`src/rtl/scroll_engine_pkg.sv`:
```
// scroll_engine_pkg: shared console geometry, scroll request type and sequencer states
package scroll_engine_pkg;
  localparam int CONSOLE_COLUMNS = 80;
  localparam int CONSOLE_LINES = 24;
  typedef struct packed {
    logic       dir;
    logic [7:0] step;
    logic [7:0] top;
    logic [7:0] bottom;
  } Scrolling_t;
  typedef enum logic [2:0] {
    S_IDLE,
    S_ROW_SETUP,
    S_STREAM,
    S_DRAIN,
    S_DONE
  } ScrollState_t;
  function automatic logic [7:0] norm_step(input logic [7:0] s);
    return s == 8'd0 ? 8'd1 : s;
  endfunction
endpackage

```
`src/rtl/scroll_engine_row_copier.sv`:
```
// scroll_engine_row_copier: per-row column walker with a one-cycle read-to-write pipeline
module scroll_engine_row_copier #(
  parameter int COLS = 80,
  parameter int CELL_W = 16,
  parameter logic [CELL_W-1:0] BLANK = CELL_W'(16'h0020)
) (
  input  logic              clk,
  input  logic              rst_n,
  input  logic              start_i,
  input  logic              run_i,
  input  logic              copy_i,
  input  logic [7:0]        dst_i,
  input  logic [CELL_W-1:0] rd_data_i,
  output logic [7:0]        col_o,
  output logic              col_last_o,
  output logic              wr_last_o,
  output logic              wr_en_o,
  output logic [7:0]        wr_row_o,
  output logic [7:0]        wr_col_o,
  output logic [CELL_W-1:0] wr_data_o
);
  localparam logic [7:0] LAST = 8'(COLS - 1);
  logic [7:0] col_q, col_d;
  logic       wr_en_q;
  logic [7:0] wr_row_q, wr_col_q;
  always_comb begin
    col_d = start_i ? 8'd0 : (run_i && col_q != LAST) ? col_q + 8'd1 : col_q;
  end
  // write stage trails the read address by one cycle to meet the RAM read latency
  always_ff @(posedge clk) begin
    if (!rst_n) begin
      col_q    <= '0;
      wr_en_q  <= 1'b0;
      wr_row_q <= '0;
      wr_col_q <= '0;
    end else begin
      col_q   <= col_d;
      wr_en_q <= run_i;
      if (run_i) begin
        wr_row_q <= dst_i;
        wr_col_q <= col_q;
      end
    end
  end
  assign col_o      = col_q;
  assign col_last_o = col_q == LAST;
  assign wr_last_o  = wr_en_q && wr_col_q == LAST;
  assign wr_en_o    = wr_en_q;
  assign wr_row_o   = wr_row_q;
  assign wr_col_o   = wr_col_q;
  assign wr_data_o  = wr_en_q ? (copy_i ? rd_data_i : BLANK) : '0;
endmodule

```
`src/rtl/scroll_engine.sv`:
```
// scroll_engine: walks a scroll region row by row, copying or blanking each row in the text RAM
module scroll_engine
  import scroll_engine_pkg::*;
#(
  parameter int COLS = CONSOLE_COLUMNS,
  parameter int LINES = CONSOLE_LINES,
  parameter int CELL_W = 16,
  parameter logic [CELL_W-1:0] BLANK = CELL_W'(16'h0020)
) (
  input  logic              clk,
  input  logic              rst_n,
  input  logic              req_valid,
  input  Scrolling_t        req,
  input  logic              clear_all,
  output logic              req_ready,
  output logic              busy,
  output logic              done,
  output logic [7:0]        rd_row,
  output logic [7:0]        rd_col,
  input  logic [CELL_W-1:0] rd_data,
  output logic              wr_en,
  output logic [7:0]        wr_row,
  output logic [7:0]        wr_col,
  output logic [CELL_W-1:0] wr_data
);
  localparam logic [7:0] LAST_ROW = 8'(LINES - 1);
  localparam logic [7:0] N_LINES = 8'(LINES);
  ScrollState_t state_q, state_d;
  logic       dir_q, dir_d, copy_q, copy_d;
  logic [7:0] step_q, step_d, top_q, top_d, bot_q, bot_d;
  logic [7:0] dst_q, dst_d, src_q, src_d;
  logic       n_dir, last_row, col_last, wr_last;
  logic [7:0] n_step, n_top, n_bot;
  logic [8:0] up_src;
  always_comb begin
    state_d  = state_q;
    dir_d    = dir_q;
    step_d   = step_q;
    top_d    = top_q;
    bot_d    = bot_q;
    dst_d    = dst_q;
    src_d    = src_q;
    copy_d   = copy_q;
    n_dir    = clear_all ? 1'b0 : req.dir;
    n_step   = clear_all ? N_LINES : norm_step(req.step);
    n_top    = clear_all ? 8'd0 : req.top;
    n_bot    = clear_all ? LAST_ROW : (req.bottom > LAST_ROW ? LAST_ROW : req.bottom);
    up_src   = {1'b0, dst_q} + {1'b0, step_q};
    last_row = dir_q ? dst_q == top_q : dst_q == bot_q;
    case (state_q)
      S_IDLE: if (clear_all || req_valid) begin
        dir_d   = n_dir;
        step_d  = n_step;
        top_d   = n_top;
        bot_d   = n_bot;
        dst_d   = n_dir ? n_bot : n_top;
        state_d = n_top > n_bot ? S_DONE : S_ROW_SETUP;
      end
      S_ROW_SETUP: begin
        // a source outside the region means the destination row is vacated
        src_d   = dir_q ? dst_q - step_q : up_src[7:0];
        copy_d  = dir_q ? {1'b0, dst_q} >= {1'b0, top_q} + {1'b0, step_q}
                        : up_src <= {1'b0, bot_q};
        state_d = S_STREAM;
      end
      S_STREAM: state_d = col_last ? S_DRAIN : S_STREAM;
      S_DRAIN: if (wr_last) begin
        state_d = last_row ? S_DONE : S_ROW_SETUP;
        dst_d   = last_row ? dst_q : dir_q ? dst_q - 8'd1 : dst_q + 8'd1;
      end
      S_DONE: state_d = S_IDLE;
      default: state_d = S_IDLE;
    endcase
  end
  always_ff @(posedge clk) begin
    if (!rst_n) begin
      state_q <= S_IDLE;
      dir_q   <= 1'b0;
      copy_q  <= 1'b0;
      step_q  <= '0;
      top_q   <= '0;
      bot_q   <= '0;
      dst_q   <= '0;
      src_q   <= '0;
    end else begin
      state_q <= state_d;
      dir_q   <= dir_d;
      copy_q  <= copy_d;
      step_q  <= step_d;
      top_q   <= top_d;
      bot_q   <= bot_d;
      dst_q   <= dst_d;
      src_q   <= src_d;
    end
  end
  assign req_ready = state_q == S_IDLE;
  assign busy      = state_q != S_IDLE;
  assign done      = state_q == S_DONE;
  assign rd_row    = src_q;
  scroll_engine_row_copier #(.COLS(COLS), .CELL_W(CELL_W), .BLANK(BLANK)) u_copier (
    .clk       (clk),
    .rst_n     (rst_n),
    .start_i   (state_q == S_ROW_SETUP),
    .run_i     (state_q == S_STREAM),
    .copy_i    (copy_q),
    .dst_i     (dst_q),
    .rd_data_i (rd_data),
    .col_o     (rd_col),
    .col_last_o(col_last),
    .wr_last_o (wr_last),
    .wr_en_o   (wr_en),
    .wr_row_o  (wr_row),
    .wr_col_o  (wr_col),
    .wr_data_o (wr_data)
  );
endmodule

```
`config.mk`:
```
export PLATFORM = sky130hd
export DESIGN_NAME = scroll_engine
export DESIGN_NICKNAME = d
export VERILOG_FILES = /design/src/rtl/scroll_engine_pkg.sv /design/src/rtl/scroll_engine_row_copier.sv /design/src/rtl/scroll_engine.sv
export SDC_FILE = /design/constraint.sdc
export NUM_CORES = 1
export LEC_CHECK = 0
export ABC_CLOCK_PERIOD_IN_PS = 5300
export BUFFER_PORTS_ARGS = -buffer_cell sky130_fd_sc_hd__buf_2
export CORE_ASPECT_RATIO = 0.7
export CORE_MARGIN = 3
export CORE_UTILIZATION = 55
export CTS_CLUSTER_DIAMETER = 120
export DETAILED_ROUTE_END_ITERATION = 8
export HOLD_SLACK_MARGIN = 0.1
export PLACE_DENSITY = 0.86
export SLEW_MARGIN = 20
export SYNTH_ARGS = -nofsm -noshare
export SYNTH_HDL_FRONTEND = slang
export SYNTH_HIERARCHICAL = 1
export SYNTH_SLANG_ARGS = --single-unit
```
`constraint.sdc`:
```
create_clock -name clk -period 5.3 [get_ports clk]
set_input_delay 0.795 -clock clk [delete_from_list [all_inputs] [get_ports clk]]
set_output_delay 0.795 -clock clk [all_outputs]
set_load 0.05 [all_outputs]
```
==> results of run 1 <==
## per-layer routing
layer / global-route usage [%] / part of all wire, % / vias to the layer above / wire length (um)
li1: - / - / 2315 / -
met3: 7.44 / 10 / 37 / 1470
met2: 43.4 / 42 / 268 / 6020
met1: 38.9 / 45 / 2224 / 6480
met4: 9.67 / 2.6 / 2 / 378
met5: 3.85 / 0.37 / - / 54
## cell type report
type	instances	area, um^2	area share, %
Clock buffer	9	225	3.80
Clock inverter	7	97.6	1.65
Inverter	33	124	2.09
Multi-Input combinational cell	472	3420	57.7
Sequential cell	70	1400	23.7
Tap cell	120	150	2.53
Timing Repair Buffer	100	510	8.62
## metrics by stage
step,area (um^2),hold slack (ns)
after CTS,5920,0.480
after global routing,5920,0.516
after floorplan,5060,0.444
after global placement,5600,0.465
final,5920,0.478
after detailed placement,5600,0.472
## critical path: stages (launching register included)
cell and delay [ns]:
sky130_fd_sc_hd__dfxtp_1 0.49, sky130_fd_sc_hd__inv_1 0.20, sky130_fd_sc_hd__fa_1 0.49, sky130_fd_sc_hd__o21bai_1 0.16, sky130_fd_sc_hd__a21oi_1 0.14, sky130_fd_sc_hd__o31ai_1 0.38, sky130_fd_sc_hd__xnor2_1 0.21, sky130_fd_sc_hd__ha_1 0.30
sky130_fd_sc_hd__a22oi_1 0.20, sky130_fd_sc_hd__nand2_1 0.07, sky130_fd_sc_hd__o21ai_0 0.17, sky130_fd_sc_hd__o211ai_1 0.12, sky130_fd_sc_hd__a31oi_1 0.16
## kinds of logic after synthesis
family	Yosys count	synth area share, %
other	1	0.0743
flip-flops	70	27.8
multiplexers	30	5.95
AO/OA/AOI/OAI	149	18.9
adder cells (fa/ha/maj)	58	15.0
buffers and inverters	58	4.86
AND/OR/NAND/NOR	202	22.3
XOR/XNOR	30	5.20
## cell usage after synthesis, types with 6 or more instances
cell type / n
sky130_fd_sc_hd__a211oi_1: 16
sky130_fd_sc_hd__a21oi_1: 55
sky130_fd_sc_hd__and3_1: 17
sky130_fd_sc_hd__clkbuf_1: 17
sky130_fd_sc_hd__dfxtp_1: 70
sky130_fd_sc_hd__ha_1: 54
sky130_fd_sc_hd__inv_1: 31
sky130_fd_sc_hd__mux2i_1: 30
sky130_fd_sc_hd__nand2_1: 42
sky130_fd_sc_hd__nand2b_1: 15
sky130_fd_sc_hd__nand3b_1: 8
sky130_fd_sc_hd__nor2_1: 39
sky130_fd_sc_hd__nor2b_1: 29
sky130_fd_sc_hd__nor3_1: 14
sky130_fd_sc_hd__o211ai_1: 6
sky130_fd_sc_hd__o21ai_0: 28
sky130_fd_sc_hd__xnor2_1: 23
sky130_fd_sc_hd__xor2_1: 7
## flip-flops by register name, indices dropped and copies added (netlist names), 3 cells and up
register           count
bot_q                  8
dst_q                  8
rd_row                 8
state_q                3
step_q                 8
top_q                  8
u_copier/col_o         8
u_copier/wr_col_o      8
u_copier/wr_row_o      8
## worst paths after layout
| path | start | end | slack (ns) | cells past startpoint |
|---|---|---|---|---|
| worst max-delay path | dst_q[1] | copy_q | 2.13 | 12 |
| worst min-delay path | top_q[3] | top_q[3] | 0.48 | 2 |
| worst max register to register | dst_q[1] | copy_q | 2.13 | 12 |
| worst min register to register | top_q[3] | top_q[3] | 0.48 | 2 |
## power by group through the flow
stage / sequential (mW) / combinational, mW / clock [mW]
6_report: 0.666 / 0.841 / 0.654
5_1_grt: 0.675 / 0.931 / 0.682
4_1_cts: 0.663 / 0.832 / 0.659
3_5_place_dp: 0.675 / 0.825 / 0
3_3_place_gp: 0.668 / 0.798 / 0
2_1_floorplan: 0.706 / 0.588 / 0
## cells in the final DEF, fill, tap and decap left out, drive strengths merged, types with 9 or more instances in the layout
cell type / instances
buf: 100
dfxtp: 70
a21oi: 55
ha: 54
nand2: 42
nor2: 40
inv: 33
mux2i: 30
nor2b: 29
o21ai: 29
xnor2: 23
and3: 17
a211oi: 16
nand2b: 15
nor3: 14
clkbuf: 9
==> PnR_summary.wiki, run 1 <==
{| class="wikitable"
! Metric !! Value
|-
| Clk pin slew, worst setup/hold paths || 0.06 ns
|-
| RSZ-0062 raised after global routing || false
|-
| Post-synthesis instance total || 598
|-
| Endpoints failing hold || 0
|-
| Pre-CTS setup slack || 2.18 ns
|-
| Sequential group share of total power || 30.8%
|-
| GP Congestion || 0.968
|-
| Power share of the combinational group || 38.9%
|-
| Synth area leaders || sky130_fd_sc_hd__dfxtp_1 (28%), sky130_fd_sc_hd__ha_1 (13%), sky130_fd_sc_hd__mux2i_1 (5.9%), sky130_fd_sc_hd__a21oi_1 (5.5%), sky130_fd_sc_hd__xnor2_1 (4.0%)
|-
| Crit path max fanout || 7
|-
| Remaining number of nets flagged by the antenna check after routing || 0
|-
| VDD IR max || 0.219 mV
|-
| Final WS setup || 2.13 ns
|-
| Post-route fraction of the period consumed by the critical path || 59.7%
|-
| Warning count from the yosys run || 6
|-
| Routed wire length || 14,400 um
|-
| Clock power frac || 30.3%
|-
| Predominant post-synthesis flop cell || sky130_fd_sc_hd__dfxtp_1
|-
| Root Buffer || sky130_fd_sc_hd__clkbuf_16
|-
| Tightest Pin Transition || 1.02 ns
|-
| Die area || 0.0104 mm^2
|-
| CTS Hold Buffers Added || 0
|-
| Power dissipated by switching net loads || 0.847 mW
|-
| Effective utilization at floorplan || 58.1%
|-
| Nature of the critical path endpoint || flip-flop
|-
| Input/output buffers || 96
|-
| X dimension of the die || 121 um
|-
| Maximum number of pins on one net before global-route repair || 38
|-
| Dominant cell type by area after synthesis || sky130_fd_sc_hd__dfxtp_1
|-
| Number of buffers created by CTS || 9
|-
| Clk_skew || 0.00571 ns
|-
| Antenna diode instance count || 0
|-
| # resized after CTS || 0
|-
| Headroom to the max-slew limit || 32.2%
|-
| Clk Latency, worst-skew pair || 0.34 ns
|-
| Max-slew violation count || 0
|-
| Int Pwr || 1.31 mW
|-
| Number of max-capacitance violations reported || 0
|-
| Yosys cell types || 68
|-
| Number of placed instances, taps included || 795
|-
| Initial antenna violation count || 0
|-
| Total global routing overflow || 0
|-
| Final instance count without filler cells || 811
|-
| Fraction of power spent switching nets || 39.2%
|-
| Routed vias/inst || 5.98
|-
| Initial drt markers || 343
|-
| Share of synthesized flip-flops with an asynchronous set or reset || 0%
|-
| CTS tree || built
|-
| Die span in y || 86.2 um
|-
| Core area || 0.00869 mm^2
|-
| Setup Viol. Count Final || 0
|-
| Sequential fraction of the synthesis area || 27.8%
|-
| Number of detailed-route iterations in the first pass || 5
|-
| Area of the mapped netlist || 0.00505 mm^2
|-
| Row cnt || 28
|-
| Area growth from synthesis to layout || 17.3%
|-
| Total negative slack for setup checks || 0 ns
|-
| TritonCTS sink count || 70
|-
| Count of fill cells added during filler insertion || 701
|-
| Result of the run || complete, no violations
|-
| Overall power after layout || 2.16 mW
|-
| Cell area power density || 365 mW/mm^2
|-
| Critical setup path kind || flip-flop to flip-flop
|-
| Time the worst path needs with I/O delays and setup || 3.17 ns
|-
| Area share of the largest cell type after synthesis || 27.8%
|-
| Peak Freq || 0.316 GHz
|-
| Worst EP arrival || 3.43 ns
|-
| Total via count in the routed design || 4,846
|-
| EDFF count, synth || 0
|-
| Number of I/O pins || 97
|-
| Bufs on Longest Clock Path || 2
|-
| First-pass GRT wire length || 23,500 um
|-
| Final routed wire length divided by cell count || 17.8 um
|-
| Share of post-route cells with drive strength above 1 || 18.7%
|-
| Hpwl dp || 10,900 um
|-
| WP data required || 5.57 ns
|-
| Number of remaining DRC errors || 0
|-
| GRT Total Usage || 28.4%
|-
| CP Launch Type || flip-flop
|-
| Average instance area after synthesis || 8.44 um^2
|-
| Leak || 2.59 nW
|-
| Total number of H-tree levels || 3
|-
| Fin nets || 789
|-
| Flops & latches, synth || 70
|-
| Via count of the first global-routing pass || 4,667
|-
| Final core utilization || 68.2%
|-
| Setup Buffers After CTS || 0
|-
| Worst min-delay path category || flip-flop to flip-flop
|}
(Power assumes the default switching activity.)
==> inputs of run 2 (changes only) <==
--- a/config.mk
+++ b/config.mk
@@ -5,7 +5,7 @@
 export SDC_FILE = /design/constraint.sdc
 export NUM_CORES = 1
 export LEC_CHECK = 0
-export ABC_CLOCK_PERIOD_IN_PS = 5300
+export ABC_CLOCK_PERIOD_IN_PS = 3210
 export BUFFER_PORTS_ARGS = -buffer_cell sky130_fd_sc_hd__buf_2
 export CORE_ASPECT_RATIO = 0.7
 export CORE_MARGIN = 3
==> constraint.sdc (replaced) <==
create_clock -name clk -period 3.21 [get_ports clk]
set_input_delay 0.4815 -clock clk [delete_from_list [all_inputs] [get_ports clk]]
set_output_delay 0.4815 -clock clk [all_outputs]
set_load 0.05 [all_outputs]
==> PnR_summary.wiki, run 2 (synthesis gave the netlist of run 1 again) <==
{| class="wikitable"
! Metric !! Value
|-
| X dimension of the die || 121 um (unchanged)
|-
| GRT Total Usage || 30.9% (+2.5 points)
|-
| Die span in y || 86.2 um (unchanged)
|-
| Total area of multi-input combinational cells || 0.00345 mm^2 (+1.1%)
|-
| Via count of the first global-routing pass || 4,933 (+5.7%)
|-
| VDD IR max || 0.428 mV (+95%)
|-
| Clock power frac || 32.6% (+2.3 points)
|-
| CP Launch Type || flip-flop
|-
| CTS tree || built
|-
| Post-route fraction of the period consumed by the critical path || 93.0% (+33 points)
|-
| Number of remaining DRC errors || 0 (unchanged)
|-
| Result of the run || complete, no violations
|-
| Endpoints failing hold || 0 (unchanged)
|-
| Total global routing overflow || 0 (unchanged)
|-
| Length in cells of the worst reg-to-reg path || 13 (+1)
|-
| Critical setup path kind || flip-flop to flip-flop
|-
| Sequential standard cell area || 0.00141 mm^2 (+0.63%)
|-
| Final instance count without filler cells || 819 (+0.99%)
|-
| Remaining number of nets flagged by the antenna check after routing || 0 (unchanged)
|-
| Hold Crit Endpoint || step_q[7]
|-
| Clk_skew || 0.00578 ns (+0.0000699 ns)
|-
| Clk pin slew, worst setup/hold paths || 0.06 ns (about the same)
|-
| Clk Latency, worst-skew pair || 0.35 ns (about the same)
|-
| First-pass GRT wire length || 25,200 um (+7.4%)
|-
| Core area || 0.00869 mm^2 (unchanged)
|-
| Tightest Pin Transition || 0.729 ns (-0.287 ns)
|-
| Count of fill cells added during filler insertion || 684 (-2.4%)
|-
| Bufs on Longest Clock Path || 2 (unchanged)
|-
| Worst min-delay path category || input port to flip-flop
|-
| Leading cell types in the layout, fill and taps excluded || sky130_fd_sc_hd__buf_2 (96), sky130_fd_sc_hd__dfxtp_1 (67), sky130_fd_sc_hd__a21oi_1 (54)
|-
| Final routed wire length divided by cell count || 19.3 um (+8.7%)
|-
| Number of max-capacitance violations reported || 0 (unchanged)
|-
| Setup Viol. Count Final || 0 (unchanged)
|-
| # resized after CTS || 0 (unchanged)
|-
| Crit path max fanout || 7 (unchanged)
|-
| Area after DPL || 0.00566 mm^2 (+1.1%)
|-
| Worst EP arrival || 3.25 ns (-0.18 ns)
|-
| Reg-to-Reg Start || dst_q[0]
|-
| Peak Freq || 0.335 GHz (+6.1%)
|-
| Maximum number of pins on one net before global-route repair || 38 (unchanged)
|-
| Input/output buffers || 96 (unchanged)
|-
| Fraction of power spent switching nets || 38.5% (-0.72 points)
|-
| Hpwl dp || 11,500 um (+5.7%)
|-
| Total number of H-tree levels || 3 (unchanged)
|-
| Die area || 0.0104 mm^2 (unchanged)
|-
| Final WS setup || 0.224 ns (-1.91 ns)
|-
| Cell area power density || 633 mW/mm^2 (+74%)
|-
| Number of buffers created by CTS || 9 (unchanged)
|-
| Effective utilization at floorplan || 58.1% (unchanged)
|-
| Number of placed instances, taps included || 803 (+1.0%)
|-
| Nature of the critical path endpoint || flip-flop
|-
| Initial drt markers || 417 (+22%)
|-
| Int Pwr || 2.37 mW (+80%)
|-
| TritonCTS sink count || 70 (unchanged)
|-
| Max-slew violation count || 0 (unchanged)
|-
| WP data required || 3.47 ns (-2.10 ns)
|-
| Sequential group share of total power || 28.4% (-2.4 points)
|-
| Root Buffer || sky130_fd_sc_hd__clkbuf_16
|-
| Final core utilization || 70.0% (+1.8 points)
|-
| Area growth from synthesis to layout || 20.4%
|-
| Hold Path Origin || req[23]
|-
| Share of post-route cells with drive strength above 1 || 20.9% (+2.2 points)
|-
| Headroom to the max-slew limit || 50.2% (+18 points)
|-
| Power dissipated by switching net loads || 1.48 mW (+75%)
|-
| Post-route cell area || 0.00608 mm^2 (+2.6%)
|-
| Row cnt || 28 (unchanged)
|-
| CTS Hold Buffers Added || 0 (unchanged)
|-
| Total via count in the routed design || 5,080 (+4.8%)
|-
| Time the worst path needs with I/O delays and setup || 2.99 ns (-0.181 ns)
|-
| Most frequent standard cell in the layout excluding fill and tap cells || sky130_fd_sc_hd__buf_2
|-
| Power share of the combinational group || 39.0% (about the same)
|-
| Setup slack of the most critical reg-to-reg path || 0.22 ns (-1.91 ns)
|-
| Routed vias/inst || 6.20 (+3.8%)
|-
| Fin nets || 797 (+1.0%)
|-
| Setup Buffers After CTS || 0 (unchanged)
|-
| Pre-CTS setup slack || 0.116 ns (-2.06 ns)
|-
| Antenna diode instance count || 0 (unchanged)
|-
| Cells on Worst Hold Path || 3 (+1)
|-
| Overall power after layout || 3.85 mW (+78%)
|-
| Number of detailed-route iterations in the first pass || 5 (unchanged)
|-
| GP Congestion || 1.03 (+5.9%)
|-
| R2R Path End || copy_q
|-
| Routed wire length || 15,800 um (+9.8%)
|-
| Leak || 2.66 nW (+3.0%)
|-
| Initial antenna violation count || 0 (unchanged)
|-
| Number of I/O pins || 97 (unchanged)
|}
[run 2: cell count changes in the layout (fill, tap and decap cells not counted), sizes merged]
cell / delta
inv: -1
buf: +8
clkinv: +1
clkinvlp: -2
bufinv: +2
[run 2: cell type report]
| type | instances | share of cell area (%) |
|---|---|---|
| Multi-Input combinational cell | 472 | 56.8 |
| Clock inverter | 7 | 2.41 |
| Clock buffer | 9 | 3.70 |
| Timing Repair Buffer | 108 | 9.38 |
| Inverter | 33 | 2.04 |
| Sequential cell | 70 | 23.2 |
| Tap cell | 120 | 2.47 |
[run 2: stage by stage]
stage / hold slack (ns) / TNS [ns]
6_report: 0.418 / 0
3_5_place_dp: 0.473 / 0
2_1_floorplan: 0.444 / 0
4_1_cts: 0.418 / 0
5_1_grt: 0.439 / -0.0198
3_3_place_gp: 0.464 / 0
[run 2: how the worst max path moves through the flow]
stage	endpoint	cells after the start	from	slack [ns]
final	copy_q	13	dst_q[0]	0.22
after global routing	copy_q	12	step_q[5]	-0.02
after CTS	copy_q	13	dst_q[0]	0.06
after detailed placement	copy_q	13	dst_q[0]	0.12
after global placement	copy_q	13	dst_q[0]	0.26
after floorplan	copy_q	13	dst_q[0]	0.49
[run 2: critical path: stages (launching register included)]
cell,delay [ns]
sky130_fd_sc_hd__dfxtp_4,0.39
sky130_fd_sc_hd__ha_1,0.18
sky130_fd_sc_hd__inv_1,0.06
sky130_fd_sc_hd__fa_1,0.42
sky130_fd_sc_hd__o21bai_1,0.20
sky130_fd_sc_hd__a21oi_2,0.13
sky130_fd_sc_hd__o31ai_4,0.29
sky130_fd_sc_hd__xnor2_1,0.14
sky130_fd_sc_hd__ha_1,0.35
sky130_fd_sc_hd__a22oi_1,0.21
sky130_fd_sc_hd__nand2_1,0.07
sky130_fd_sc_hd__o21ai_1,0.14
sky130_fd_sc_hd__o211ai_1,0.12
sky130_fd_sc_hd__a31oi_1,0.21
[run 2: power groups by stage]
stage	Sequential (mW)	Combinational [mW]	Clock, mW
detailed placement	1.10	1.42	0
global route	1.10	1.63	1.29
floorplan	1.17	0.971	0
finish	1.09	1.50	1.25
CTS	1.08	1.45	1.26
global placement	1.09	1.37	0
[run 2: routing by layer]
metal  routed length [um]  track usage [%]
met3                 1580             7.63
met2                 6840             48.3
met5                    0                0
met1                 6890             41.4
met4                  504             12.6
